==> config.mk <==
export PLATFORM = sky130hd
export DESIGN_NAME = piso_frame_tx_flat
export DESIGN_NICKNAME = d
export VERILOG_FILES = /design/src/rtl/piso_frame_tx_pkg.sv /design/src/rtl/piso_frame_tx_if.sv /design/src/rtl/piso_frame_tx_baud.sv /design/src/rtl/piso_frame_tx.sv /design/src/flat_wrapper.sv
export SDC_FILE = /design/constraint.sdc
export NUM_CORES = 1
export LEC_CHECK = 0
export BUFFER_PORTS_ARGS = -buffer_cell sky130_fd_sc_hd__buf_4
export CAP_MARGIN = 20
export CORE_ASPECT_RATIO = 0.5
export CORE_UTILIZATION = 50
export CTS_CLUSTER_SIZE = 28
export DETAILED_ROUTE_END_ITERATION = 8
export PLACE_DENSITY = 0.78
export SLEW_MARGIN = 20
export SYNTH_ARGS = -nofsm -noshare
export SYNTH_HDL_FRONTEND = slang
export SYNTH_SLANG_ARGS = --single-unit
export TNS_END_PERCENT = 50
==> constraint.sdc <==
create_clock -name clk -period 4.1 [get_ports clk]
set_clock_uncertainty 0.2 [all_clocks]
set_input_delay 0.82 -clock clk [delete_from_list [all_inputs] [get_ports clk]]
set_output_delay 0.82 -clock clk [all_outputs]
set_load 0.05 [all_outputs]
==> src/rtl/piso_frame_tx_pkg.sv <==
`default_nettype none
// ============================================================================
// piso_frame_pkg : shared types and constants for the serial frame transmitter
// Rev 1.0
// ============================================================================
package piso_frame_pkg;

  localparam int DATA_BITS = 8;
  localparam int BIT_CNT_W = $clog2(DATA_BITS);

  typedef enum logic [2:0] {
    IDLE   = 3'd0,
    START  = 3'd1,
    DATA   = 3'd2,
    PARITY = 3'd3,
    STOP   = 3'd4
  } state_t;

  function automatic logic frame_parity(input logic [DATA_BITS-1:0] b, input logic odd);
    return odd ? ~^b : ^b;
  endfunction

endpackage
`default_nettype wire

==> src/rtl/piso_frame_tx_if.sv <==
`default_nettype none
// ============================================================================
// piso_frame_tx_if : byte handshake plus serial-line status bundle
// Rev 1.0
// ============================================================================
interface piso_frame_tx_if;
  import piso_frame_pkg::*;

  logic [DATA_BITS-1:0] data_in;
  logic                 data_valid;
  logic                 data_ready;
  logic                 serial_out;
  logic                 busy;
  logic                 done;

  modport master (
    output data_in, data_valid,
    input  data_ready, serial_out, busy, done
  );

  modport slave (
    input  data_in, data_valid,
    output data_ready, serial_out, busy, done
  );
endinterface
`default_nettype wire

==> src/rtl/piso_frame_tx_baud.sv <==
`default_nettype none
// ============================================================================
// baud_tick_gen : wrapping 0..CLKS_PER_BIT-1 counter, tick at terminal count
// Rev 1.0
// ============================================================================
module baud_tick_gen #(
  parameter int CLKS_PER_BIT = 4
) (
  input  logic clk,
  input  logic reset,
  input  logic i_en,
  input  logic i_clr,
  output logic o_tick
);
  localparam int              CNT_W  = (CLKS_PER_BIT > 1) ? $clog2(CLKS_PER_BIT) : 1;
  localparam logic [CNT_W-1:0] C_TERM = CNT_W'(CLKS_PER_BIT - 1);

  logic [CNT_W-1:0] r_cnt;
  logic             w_term;

  assign w_term = (r_cnt == C_TERM);
  assign o_tick = i_en && w_term;

  always_ff @(posedge clk) begin
    if (reset || i_clr) begin
      r_cnt <= '0;
    end else if (i_en) begin
      r_cnt <= w_term ? '0 : r_cnt + 1'b1;
    end
  end
endmodule
`default_nettype wire

==> src/rtl/piso_frame_tx.sv <==
`default_nettype none
// ============================================================================
// piso_frame_tx : one-entry buffered byte-to-serial frame transmitter
// Rev 1.0
// ============================================================================
module piso_frame_tx
  import piso_frame_pkg::*;
#(
  parameter int CLKS_PER_BIT = 4,
  parameter int PARITY_EN    = 1,
  parameter int PARITY_ODD   = 0,
  parameter int LSB_FIRST    = 1
) (
  input  logic           clk,
  input  logic           reset,
  piso_frame_tx_if.slave if_bus
);
  state_t                 r_state, w_state_nxt;
  logic [DATA_BITS-1:0]   r_buf, r_shift, w_shift_nxt;
  logic                   r_buf_full, w_buf_full_nxt, r_data_ready;
  logic [BIT_CNT_W-1:0]   r_bit_cnt, w_bit_cnt_nxt;
  logic                   r_parity, w_parity_nxt;
  logic                   r_serial, w_serial_nxt;
  logic                   r_busy, r_done, w_done_nxt;
  logic                   w_push, w_pop, w_tick;

  baud_tick_gen #(.CLKS_PER_BIT(CLKS_PER_BIT)) u_baud (
    .clk    (clk),
    .reset  (reset),
    .i_en   (r_state != IDLE),
    .i_clr  (r_state == IDLE),
    .o_tick (w_tick)
  );

  assign w_push         = if_bus.data_valid && r_data_ready;
  assign w_buf_full_nxt = w_push ? 1'b1 : (w_pop ? 1'b0 : r_buf_full);

  always_comb begin
    w_state_nxt   = r_state;
    w_shift_nxt   = r_shift;
    w_bit_cnt_nxt = r_bit_cnt;
    w_parity_nxt  = r_parity;
    w_pop         = 1'b0;
    w_done_nxt    = 1'b0;
    w_serial_nxt  = 1'b1;

    case (r_state)
      IDLE: begin
        if (r_buf_full) begin
          w_pop       = 1'b1;
          w_state_nxt = START;
        end
      end
      START: begin
        if (w_tick) begin
          w_state_nxt   = DATA;
          w_bit_cnt_nxt = '0;
        end
      end
      DATA: begin
        if (w_tick) begin
          if (r_bit_cnt == BIT_CNT_W'(DATA_BITS - 1)) begin
            w_state_nxt = (PARITY_EN != 0) ? PARITY : STOP;
          end else begin
            w_bit_cnt_nxt = r_bit_cnt + 1'b1;
            w_shift_nxt   = (LSB_FIRST != 0) ? {1'b0, r_shift[DATA_BITS-1:1]}
                                             : {r_shift[DATA_BITS-2:0], 1'b0};
          end
        end
      end
      PARITY: begin
        if (w_tick) w_state_nxt = STOP;
      end
      STOP: begin
        if (w_tick) begin
          w_done_nxt = 1'b1;
          // A byte queued during this frame starts immediately, no idle gap.
          if (r_buf_full) begin
            w_pop       = 1'b1;
            w_state_nxt = START;
          end else begin
            w_state_nxt = IDLE;
          end
        end
      end
      default: w_state_nxt = IDLE;
    endcase

    if (w_pop) begin
      w_shift_nxt   = r_buf;
      w_parity_nxt  = frame_parity(r_buf, PARITY_ODD != 0);
      w_bit_cnt_nxt = '0;
    end

    // Line level is registered from the next state so it changes on the state edge.
    case (w_state_nxt)
      START:   w_serial_nxt = 1'b0;
      DATA:    w_serial_nxt = (LSB_FIRST != 0) ? w_shift_nxt[0] : w_shift_nxt[DATA_BITS-1];
      PARITY:  w_serial_nxt = w_parity_nxt;
      default: w_serial_nxt = 1'b1;
    endcase
  end

  always_ff @(posedge clk) begin
    if (reset) begin
      r_state      <= IDLE;
      r_buf        <= '0;
      r_buf_full   <= 1'b0;
      r_data_ready <= 1'b1;
      r_shift      <= '0;
      r_bit_cnt    <= '0;
      r_parity     <= 1'b0;
      r_serial     <= 1'b1;
      r_busy       <= 1'b0;
      r_done       <= 1'b0;
    end else begin
      r_state      <= w_state_nxt;
      if (w_push) r_buf <= if_bus.data_in;
      r_buf_full   <= w_buf_full_nxt;
      r_data_ready <= !w_buf_full_nxt;
      r_shift      <= w_shift_nxt;
      r_bit_cnt    <= w_bit_cnt_nxt;
      r_parity     <= w_parity_nxt;
      r_serial     <= w_serial_nxt;
      r_busy       <= (w_state_nxt != IDLE);
      r_done       <= w_done_nxt;
    end
  end

  assign if_bus.data_ready = r_data_ready;
  assign if_bus.serial_out = r_serial;
  assign if_bus.busy       = r_busy;
  assign if_bus.done       = r_done;
endmodule
`default_nettype wire

==> src/flat_wrapper.sv <==
// flat-port wrapper written by rule: the top's interface ports become plain ports
module piso_frame_tx_flat import piso_frame_pkg::*;
#(
  parameter int CLKS_PER_BIT = 4,
  parameter int PARITY_EN    = 1,
  parameter int PARITY_ODD   = 0,
  parameter int LSB_FIRST    = 1
)
  (clk, reset, if_bus_data_in, if_bus_data_valid, if_bus_data_ready, if_bus_serial_out, if_bus_busy, if_bus_done);
  piso_frame_tx_if if_bus_i ();
  input  logic clk;
  input  logic reset;
  input wire logic [$bits(if_bus_i.data_in)-1:0] if_bus_data_in;
  input wire logic [$bits(if_bus_i.data_valid)-1:0] if_bus_data_valid;
  output wire logic [$bits(if_bus_i.data_ready)-1:0] if_bus_data_ready;
  output wire logic [$bits(if_bus_i.serial_out)-1:0] if_bus_serial_out;
  output wire logic [$bits(if_bus_i.busy)-1:0] if_bus_busy;
  output wire logic [$bits(if_bus_i.done)-1:0] if_bus_done;
  assign if_bus_i.data_in = if_bus_data_in;
  assign if_bus_i.data_valid = if_bus_data_valid;
  assign if_bus_data_ready = if_bus_i.data_ready;
  assign if_bus_serial_out = if_bus_i.serial_out;
  assign if_bus_busy = if_bus_i.busy;
  assign if_bus_done = if_bus_i.done;
  piso_frame_tx #(.CLKS_PER_BIT(CLKS_PER_BIT), .PARITY_EN(PARITY_EN), .PARITY_ODD(PARITY_ODD), .LSB_FIRST(LSB_FIRST)) u_core (.clk(clk), .reset(reset), .if_bus(if_bus_i));
endmodule
==> reports/results.tsv, run 1 <==
metric	value	unit
antenna_found_initial	0	
port_buffers	14	
combinationalPowerShare	12.7	%
die_height	38.7	µm
switchingPower	166	µW
first_pass_iters	4	
synth_xor_area_share	5.21	%
drv_slew	0	
ys_seq_elements	30	
drt-total-wl	2410	µm
cts_hold_buf	0	
place_congestion	0.805	
avgSynthCellArea	8.67	µm²
vdd_ir_drop_max	0.000321	V
synthFlopType	dfxtp_1	
path_cells	ha_1 -> and3b_1 -> a21boi_1 -> a311oi_2 -> o21ai_1 -> a21o_1	
ys_warn_count	0	
crit_buf_inv	0	
overflow	0	
clockPowerShare	37.1	%
status	completed	
tightestPinTransition	531	ps
critPathKind	reg -> reg	
vias_per_cell	5.52	
ys_types	34	
grt_usage	20.5	%
arrival	2080	ps
dieArea	2910	µm²
vias	1110	
hold_path_depth	1	
htree_levels	2	
ys_async_sr_fraction	0	%
grt_pass1_vias	982	
synth_compound_area_share	15.6	%
power.density	426	nW/µm²
tritoncts	yes	
core-area	2370	µm²
wl_per_cell	12.0	µm
dr_wl_met2	1040	µm
netlist_area	1340	µm²
first_iter_violations	155	
rr_endpoint	u_core.if_bus.serial_out	
synth-simple-area-share	24.5	%
end_kind	flop	
synth_edf_count	0	
cts_buffers	5	
min-delay-start	u_core.u_baud.r_cnt[0]	
drc	0	
tns	0	ps
yosysSeqAreaShare	44.7	%
worstSetupStartpointType	flop	
synth_most_common_cell	dfxtp_1	
fin_crit	2100	ps
cts_resized	0	
finalHoldViolCount	0	
setup_viol	0	
hold_end	u_core.u_baud.r_cnt[0]	
grt_pass1_wl	4230	µm
max_stage_delay	450	ps
antenna_cells	0	
rsz0062_at_grt	false	
slowest_stage	and3b_1	
wl_met3	154	µm
start_util	56.6	%
grt_max_degree	29	
critPathTopFamily	compound AO/OA/AOI/OAI gates	
cts_sinks	30	
pwr-share-seq	50.3	%
cts.path.max_buffers	2	
yosysTopAreaCell	dfxtp_1	
num-nets-final	179	
syn_inst	155	
hold_ws	235	ps
hp-class	reg -> reg	
syn_nets	169	
max_cap_violations	0	
cts_root_buffer	clkbuf_8	
path_max_fanout	11	
power.share.switching	25.7	%
synthToLayoutAreaGrowth	13.0	%
worstReg2RegStart	u_core.u_baud.r_cnt[0]	
dr.max_layer_used	met4	
ys_top_cells_by_count	dfxtp_1, nand2_1, nand3_1	
clkLatencyLatePin	280	ps
drive_above_1_share	14.5	%
leakage	0.000597	µW
slew_headroom	64.5	%
hpwl	1710	µm
ys_top_cells_by_area	dfxtp_1, nand3_1, nand2_1	
clk_pin_slew	60	ps
rrSetupSlack	2000	ps
p_int	481	µW
synth_top_family_by_area	simple AND/OR/NAND/NOR gates	
die_w	75.3	µm
netlist.area_leader.share	44.7	%
synthAdderAreaFrac	2.79	%
ant_nets	0	
row_count	12	
drt-met1-wl	1200	µm
finalCritPeriodShare	51.2	%
yosys-mux-area-fraction	1.49	%
post_cts.repair.setup_buffers	0	
cp_data_required_time	4080	ps
fmax	0.477	GHz
rr_worst_depth	6	
post-route-util	64.0	%
ioPinCount	15	
## power by group through the flow
stage	Clock [µW]	Combinational (µW)	Sequential, µW
after floorplan	0	59.7	334
after global placement	0	80.6	331
after detailed placement	0	81.7	332
after CTS	247	82.1	325
after global routing	260	91.2	328
final	240	81.9	325
## final cells by class
class                           instances  area (µm²)
Multi-Input combinational cell        111         667
Clock buffer                            7        86.3
Fill cell                             212         853
Clock inverter                          1        5.00
Inverter                                3        11.3
Timing Repair Buffer                   14         105
Tap cell                               35        43.8
Sequential cell                        30         601
## cell families after synthesis
| family | Yosys count |
|---|---|
| buffers and inverters | 14 |
| and+or+nand+nor | 68 |
| AOI/OAI and AO/OA | 30 |
| xor gates and xnor gates | 8 |
| DFF | 30 |
| muxes | 2 |
| adders and majority gates | 3 |
## worst max path at each step
stage	startpoint	end	slack, ps	cells after the start
6_report	u_core.u_baud.r_cnt[0]	u_core.if_bus.serial_out	2000	6
5_1_grt	u_core.u_baud.r_cnt[0]	u_core.if_bus.serial_out	1740	6
4_1_cts	u_core.if_bus.data_ready	if_bus_data_ready	2030	1
3_5_place_dp	u_core.u_baud.r_cnt[0]	u_core.if_bus.serial_out	2040	6
3_3_place_gp	u_core.u_baud.r_cnt[0]	u_core.if_bus.serial_out	2100	6
2_1_floorplan	u_core.u_baud.r_cnt[0]	u_core.if_bus.busy	2250	7
## cells in the final DEF (no fill, tap or decap)
cell / n
dfxtp_1: 30
nand2_1: 19
nand3_1: 17
buf_4: 14
nor2_1: 13
a21oi_1: 13
xnor2_1: 8
nor3_1: 7
a311oi_1: 6
clkbuf_8: 6
inv_1: 3
ha_1: 3
o21ai_1: 2
or3_1: 2
nor3b_1: 2
and2_1: 2
mux2i_1: 2
nand2b_1: 1
and3_1: 1
and3b_1: 1
nor2_4: 1
a21boi_1: 1
a311oi_2: 1
a32oi_1: 1
a32o_1: 1
o21ai_2: 1
and4b_1: 1
nor4_1: 1
a211o_1: 1
a31o_1: 1
a21o_1: 1
a211oi_1: 1
clkinv_2: 1
clkbuf_1: 1
## state kept, by name, summed over array words and instances, names as in the netlist
register                  cells
u_core.if_bus.busy            1
u_core.r_shift                8
u_core.r_buf                  8
u_core.if_bus.data_ready      1
u_core.if_bus.serial_out      1
u_core.r_bit_cnt              3
u_core.u_baud.r_cnt           2
u_core.r_parity               1
u_core.if_bus.done            1
u_core.r_state                3
u_core.r_buf_full             1
## routing by layer
| layer | up-vias | global-route usage [%] |
|---|---|---|
| met2 | 28 | 32.4 |
| met5 | - | 0 |
| met3 | 3 | 7.03 |
| met1 | 516 | 25.8 |
| met4 | 0 | 8.33 |
| li1 | 563 | - |
## through the flow
step	std cells	instance area, µm²	setup slack (ps)	total power (µW)
after floorplan	155	1340	2250	394
after global placement	193	1430	2100	412
after detailed placement	193	1430	2040	413
after CTS	201	1520	2030	654
after global routing	201	1520	1740	679
final	201	1520	2000	647
Note: power is estimated with default switching activity, not from simulation.
==> inputs of run 2 (changes only) <==
--- a/config.mk
+++ b/config.mk
@@ -5,13 +5,14 @@
 export SDC_FILE = /design/constraint.sdc
 export NUM_CORES = 1
 export LEC_CHECK = 0
+export ABC_AREA = 1
 export BUFFER_PORTS_ARGS = -buffer_cell sky130_fd_sc_hd__buf_4
 export CAP_MARGIN = 20
 export CORE_ASPECT_RATIO = 0.5
 export CORE_UTILIZATION = 50
 export CTS_CLUSTER_SIZE = 28
 export DETAILED_ROUTE_END_ITERATION = 8
-export PLACE_DENSITY = 0.78
+export PLACE_DENSITY = 0.77
 export SLEW_MARGIN = 20
 export SYNTH_ARGS = -nofsm -noshare
 export SYNTH_HDL_FRONTEND = slang
==> constraint.sdc (replaced) <==
create_clock -name clk -period 2.1 [get_ports clk]
set_clock_uncertainty 0.2 [all_clocks]
set_input_delay 0.42 -clock clk [delete_from_list [all_inputs] [get_ports clk]]
set_output_delay 0.42 -clock clk [all_outputs]
set_load 0.05 [all_outputs]
==> reports/results.tsv, run 2 <==
metric	value	unit
rsz0062_at_grt	false	
p_int	1040	µW
synthFlopType	dfxtp_1	
place_inst	266	
row_count	13	
die_w	79.2	µm
syn_inst	219	
finalHoldViolCount	0	
combinationalPowerShare	18.1	%
hp-class	in -> reg	
cts.path.max_buffers	2	
drc	0	
ys_warn_count	0	
drv_slew	0	
layout_setup_ws	225	ps
syn_nets	233	
vdd_ir_drop_max	0.000400	V
dieArea	3210	µm²
avgSynthCellArea	6.80	µm²
ioPinCount	15	
ant_nets	0	
leakage	0.000791	µW
first_iter_violations	58	
grt_pass1_wl	4540	µm
clockPowerShare	37.4	%
netlist.area_leader.share	40.3	%
instances_no_fill	274	
ys_async_sr_fraction	0	%
htree_levels	2	
worstSetupStartpointType	flop	
cts_buffers	5	
setup_viol	0	
cts_resized	0	
yosysSeqAreaShare	40.3	%
vias_per_cell	4.91	
grt_max_degree	18	
vias	1344	
netlist_area	1490	µm²
grt_pass1_vias	1052	
antenna_cells	0	
post-route-cell-area	1720	µm²
hold_path_depth	2	
place_congestion	0.879	
cp_data_required_time	2060	ps
pwr-share-seq	44.5	%
wl_per_cell	10.3	µm
fmax	0.533	GHz
arrival	1830	ps
hpwl	2090	µm
ys_seq_elements	30	
cts_root_buffer	clkbuf_8	
final_common_cell	nand2_1	
power.density	847	nW/µm²
top_regs	u_core.r_buf: 8 flops, u_core.r_shift: 8 flops	
power.share.switching	28.7	%
critPathKind	reg -> reg	
path_max_fanout	16	
antenna_found_initial	0	
rr_worst_depth	8	
die_height	40.6	µm
post_cts.repair.setup_buffers	0	
status	completed	
tns	0	ps
num-nets-final	250	
final_cell_mix	nand2_1, dfxtp_1, inv_1	
post-place-ws	265	ps
cts_hold_buf	0	
clkLatencyLatePin	280	ps
synth_most_common_cell	nand2_1	
clk_pin_slew	60	ps
rrSetupSlack	220	ps
tightestPinTransition	522	ps
core-area	2700	µm²
ys_top_cells_by_area	dfxtp_1, nand2_1, a21oi_1	
overflow	0	
end_kind	flop	
port_buffers	14	
switchingPower	419	µW
yosysTopAreaCell	dfxtp_1	
max_cap_violations	0	
tritoncts	yes	
ys_top_cells_by_count	nand2_1, dfxtp_1, inv_1	
grt_usage	20.0	%
ys_types	22	
start_util	55.1	%
synthToLayoutAreaGrowth	15.8	%
cts_sinks	30	
first_pass_iters	4	
slew_headroom	65.1	%
finalCritPeriodShare	89.3	%
drive_above_1_share	15.2	%
fin_crit	1880	ps
drt-total-wl	2820	µm
place_area	1610	µm²
synth_edf_count	0	
## run 2: changes by cell type in the layout (fill, tap and decap cells not counted), sizes merged, moves of 2 or more
cell    previous run  this run
nand2             19        70
xnor2              8         1
nand3             17        13
nor3               7         4
inv                3        28
a21oi             13        24
mux2i              2         0
nor3b              2         0
a311oi             7         0
o21ai              3        21
and2               2         0
or3                2         0
nor2              14        17
## run 2: worst paths after layout
kind	from	to
max	u_core.u_baud.r_cnt[0]	u_core.r_shift[6]
min	reset	u_core.r_shift[7]
max reg2reg	u_core.u_baud.r_cnt[0]	u_core.r_shift[6]
min reg2reg	u_core.u_baud.r_cnt[0]	u_core.u_baud.r_cnt[0]
## run 2: final cells by class
class	instances	area, µm²
tap	37	46.3
timing repair buffer	15	113
sequential	30	601
multi-input combinational	156	749
fill	239	976
clock buffer	8	110
inverter	28	105
## run 2: kinds of logic after synthesis
kind of cell             after synthesis  synth area share, %
AO/OA/AOI/OAI                         47                 16.6
XOR/XNOR                               1                0.588
adder cells (fa/ha/maj)                3                 2.52
buffers and inverters                 33                 9.33
flip-flops                            30                 40.3
AND/OR/NAND/NOR                      105                 30.6
## run 2: metrics by stage
step	power, µW	utilization [%]	hold slack (ps)
after floorplan	868	-	205
after global placement	918	59.8	212
after detailed placement	926	59.8	228
after CTS	1470	63.9	180
after global routing	1540	63.9	184
final	1460	63.9	187
## run 2: layer usage
layer,vias to the layer above,GRT usage (%),part of all wire [%]
li1,740,-,-
met1,567,23.3,48
met2,35,34.1,45
met3,2,6.82,6.1
met4,0,10.9,0.81
met5,-,0,0
## run 2: critical path: stages (launching register included)
cell	delay, ps
dfxtp_1	340
ha_1	350
nor2_4	80
nor2_4	290
inv_1	130
nand2_1	70
o21ai_0	60
o21ai_0	170
a21oi_1	60
## run 2: power by group through the flow
stage	clock network, µW	registers, µW	logic (µW)
after detailed placement	0	663	263
after floorplan	0	679	189
after CTS	557	650	264
final	547	650	264
after global placement	0	661	257
after global routing	585	657	298
==> inputs of run 3 (changes only) <==
--- a/config.mk
+++ b/config.mk
@@ -12,7 +12,7 @@
 export CORE_UTILIZATION = 50
 export CTS_CLUSTER_SIZE = 28
 export DETAILED_ROUTE_END_ITERATION = 8
-export PLACE_DENSITY = 0.77
+export PLACE_DENSITY = 0.75
 export SLEW_MARGIN = 20
 export SYNTH_ARGS = -nofsm -noshare
 export SYNTH_HDL_FRONTEND = slang
==> reports/results.tsv, run 3 (same netlist as run 2, synthesis figures left out) <==
metric	value	unit
multi_input_area	749	µm²
antenna_found_initial	0	
rr_worst_depth	8	
htree_levels	2	
vias_per_cell	5.14	
post_cts.repair.setup_buffers	0	
first_iter_violations	52	
core-area	2700	µm²
power.density	807	nW/µm²
place_area	1610	µm²
drc	0	
pwr-share-seq	47.5	%
grt_usage	21.4	%
instances_no_fill	272	
cts_hold_buf	0	
worstSetupStartpointType	flop	
start_util	55.1	%
cts.path.max_buffers	2	
rsz0062_at_grt	false	
final_common_cell	nand2_1	
end_kind	flop	
critPathTopFamily	simple AND/OR/NAND/NOR gates	
ant_nets	0	
row_count	13	
finalHoldViolCount	0	
die_w	79.2	µm
power.share.switching	29.7	%
wl_per_cell	11.0	µm
switchingPower	406	µW
tightestPinTransition	504	ps
num-nets-final	250	
hold_end	u_core.r_shift[7]	
first_pass_iters	4	
rrSetupSlack	240	ps
crit_buf_inv	1	
slew_headroom	66.4	%
register_area	601	µm²
tns	0	ps
min-delay-start	reset	
fin_crit	1860	ps
cp_data_required_time	2060	ps
drt-total-wl	2990	µm
vias	1398	
post-route-cell-area	1700	µm²
arrival	1820	ps
combinationalPowerShare	19.5	%
port_buffers	14	
cts_root_buffer	clkbuf_8	
grt_pass1_wl	4860	µm
drive_above_1_share	14.5	%
top_regs	u_core.r_buf: 8 flops, u_core.r_shift: 8 flops	
cts_resized	0	
place_inst	266	
clk_pin_slew	60	ps
place_congestion	0.879	
cts_sinks	30	
layout_setup_ws	240	ps
hp-class	in -> reg	
cts_buffers	5	
clkLatencyLatePin	280	ps
worstSetupStartpoint	u_core.u_baud.r_cnt[0]	
leakage	0.000777	µW
fmax	0.538	GHz
critPathKind	reg -> reg	
slowest_stage	dfxtp_1	
vdd_ir_drop_max	0.000445	V
tritoncts	yes	
max_stage_delay	340	ps
overflow	0	
max_cap_violations	0	
antenna_cells	0	
hpwl	2200	µm
clockPowerShare	33.0	%
grt_max_degree	18	
status	completed	
path_cells	ha_1 -> nor2_4 -> nor2_4 -> inv_1 -> nand2_1 -> o21ai_0 -> o21ai_0 -> a21oi_1	
ioPinCount	15	
finalCritPeriodShare	88.6	%
drv_slew	0	
final_cell_mix	nand2_1, dfxtp_1, inv_1	
die_height	40.6	µm
fillers	258	
rr_endpoint	u_core.r_shift[6]	
hold_path_depth	2	
synthToLayoutAreaGrowth	13.9	%
setup_viol	0	
post-place-ws	264	ps
grt_pass1_vias	1122	
dieArea	3210	µm²
p_int	964	µW
worstReg2RegStart	u_core.u_baud.r_cnt[0]	
path_max_fanout	16	
-- run 3: final cells by class --
type	count	area share (%)
multi-input combinational	156	44.2
sequential	30	35.4
timing repair buffer	15	6.64
inverter	28	6.19
clock buffer	6	4.87
tap	37	2.73
-- run 3: per-stage QoR --
stage / power [µW] / hold slack, ps / utilization, %
detailed placement: 926 / 228 / 59.8
global placement: 918 / 212 / 59.8
global route: 1450 / 192 / 62.8
finish: 1370 / 198 / 62.8
floorplan: 868 / 205 / -
CTS: 1370 / 192 / 62.8
-- run 3: how the worst max path moves through the flow --
stage | endpoint | slack [ps] | depth (start not counted)
final | u_core.r_shift[6] | 240 | 8
after global routing | u_core.r_shift[6] | 90 | 8
after CTS | u_core.r_shift[6] | 240 | 8
after detailed placement | u_core.r_shift[6] | 260 | 8
after global placement | u_core.r_shift[6] | 330 | 8
after floorplan | u_core.r_buf[3] | 530 | 4
-- run 3: worst reg2reg max path: cells and delay by family (launching register included) --
family,cells,cell delay (ps)
and+or+nand+nor,3,440
DFF,1,340
adders and majority gates,1,340
AOI/OAI and AO/OA,3,270
buffers and inverters,1,140
-- run 3: power groups by stage --
stage	Sequential (µW)	Clock, µW	Combinational (µW)
floorplan	679	0	189
CTS	650	457	268
global route	655	491	306
detailed placement	662	0	265
global placement	660	0	258
finish	650	452	267
-- run 3: per-layer routing --
| layer | up-vias | part of all wire, % | global-route usage, % |
|---|---|---|---|
| met2 | 28 | 45 | 35.6 |
| met3 | 8 | 4.2 | 7.95 |
| li1 | 739 | - | - |
| met1 | 623 | 49 | 25.1 |
| met4 | 0 | 1.9 | 11.4 |
| met5 | - | 0 | 0 |
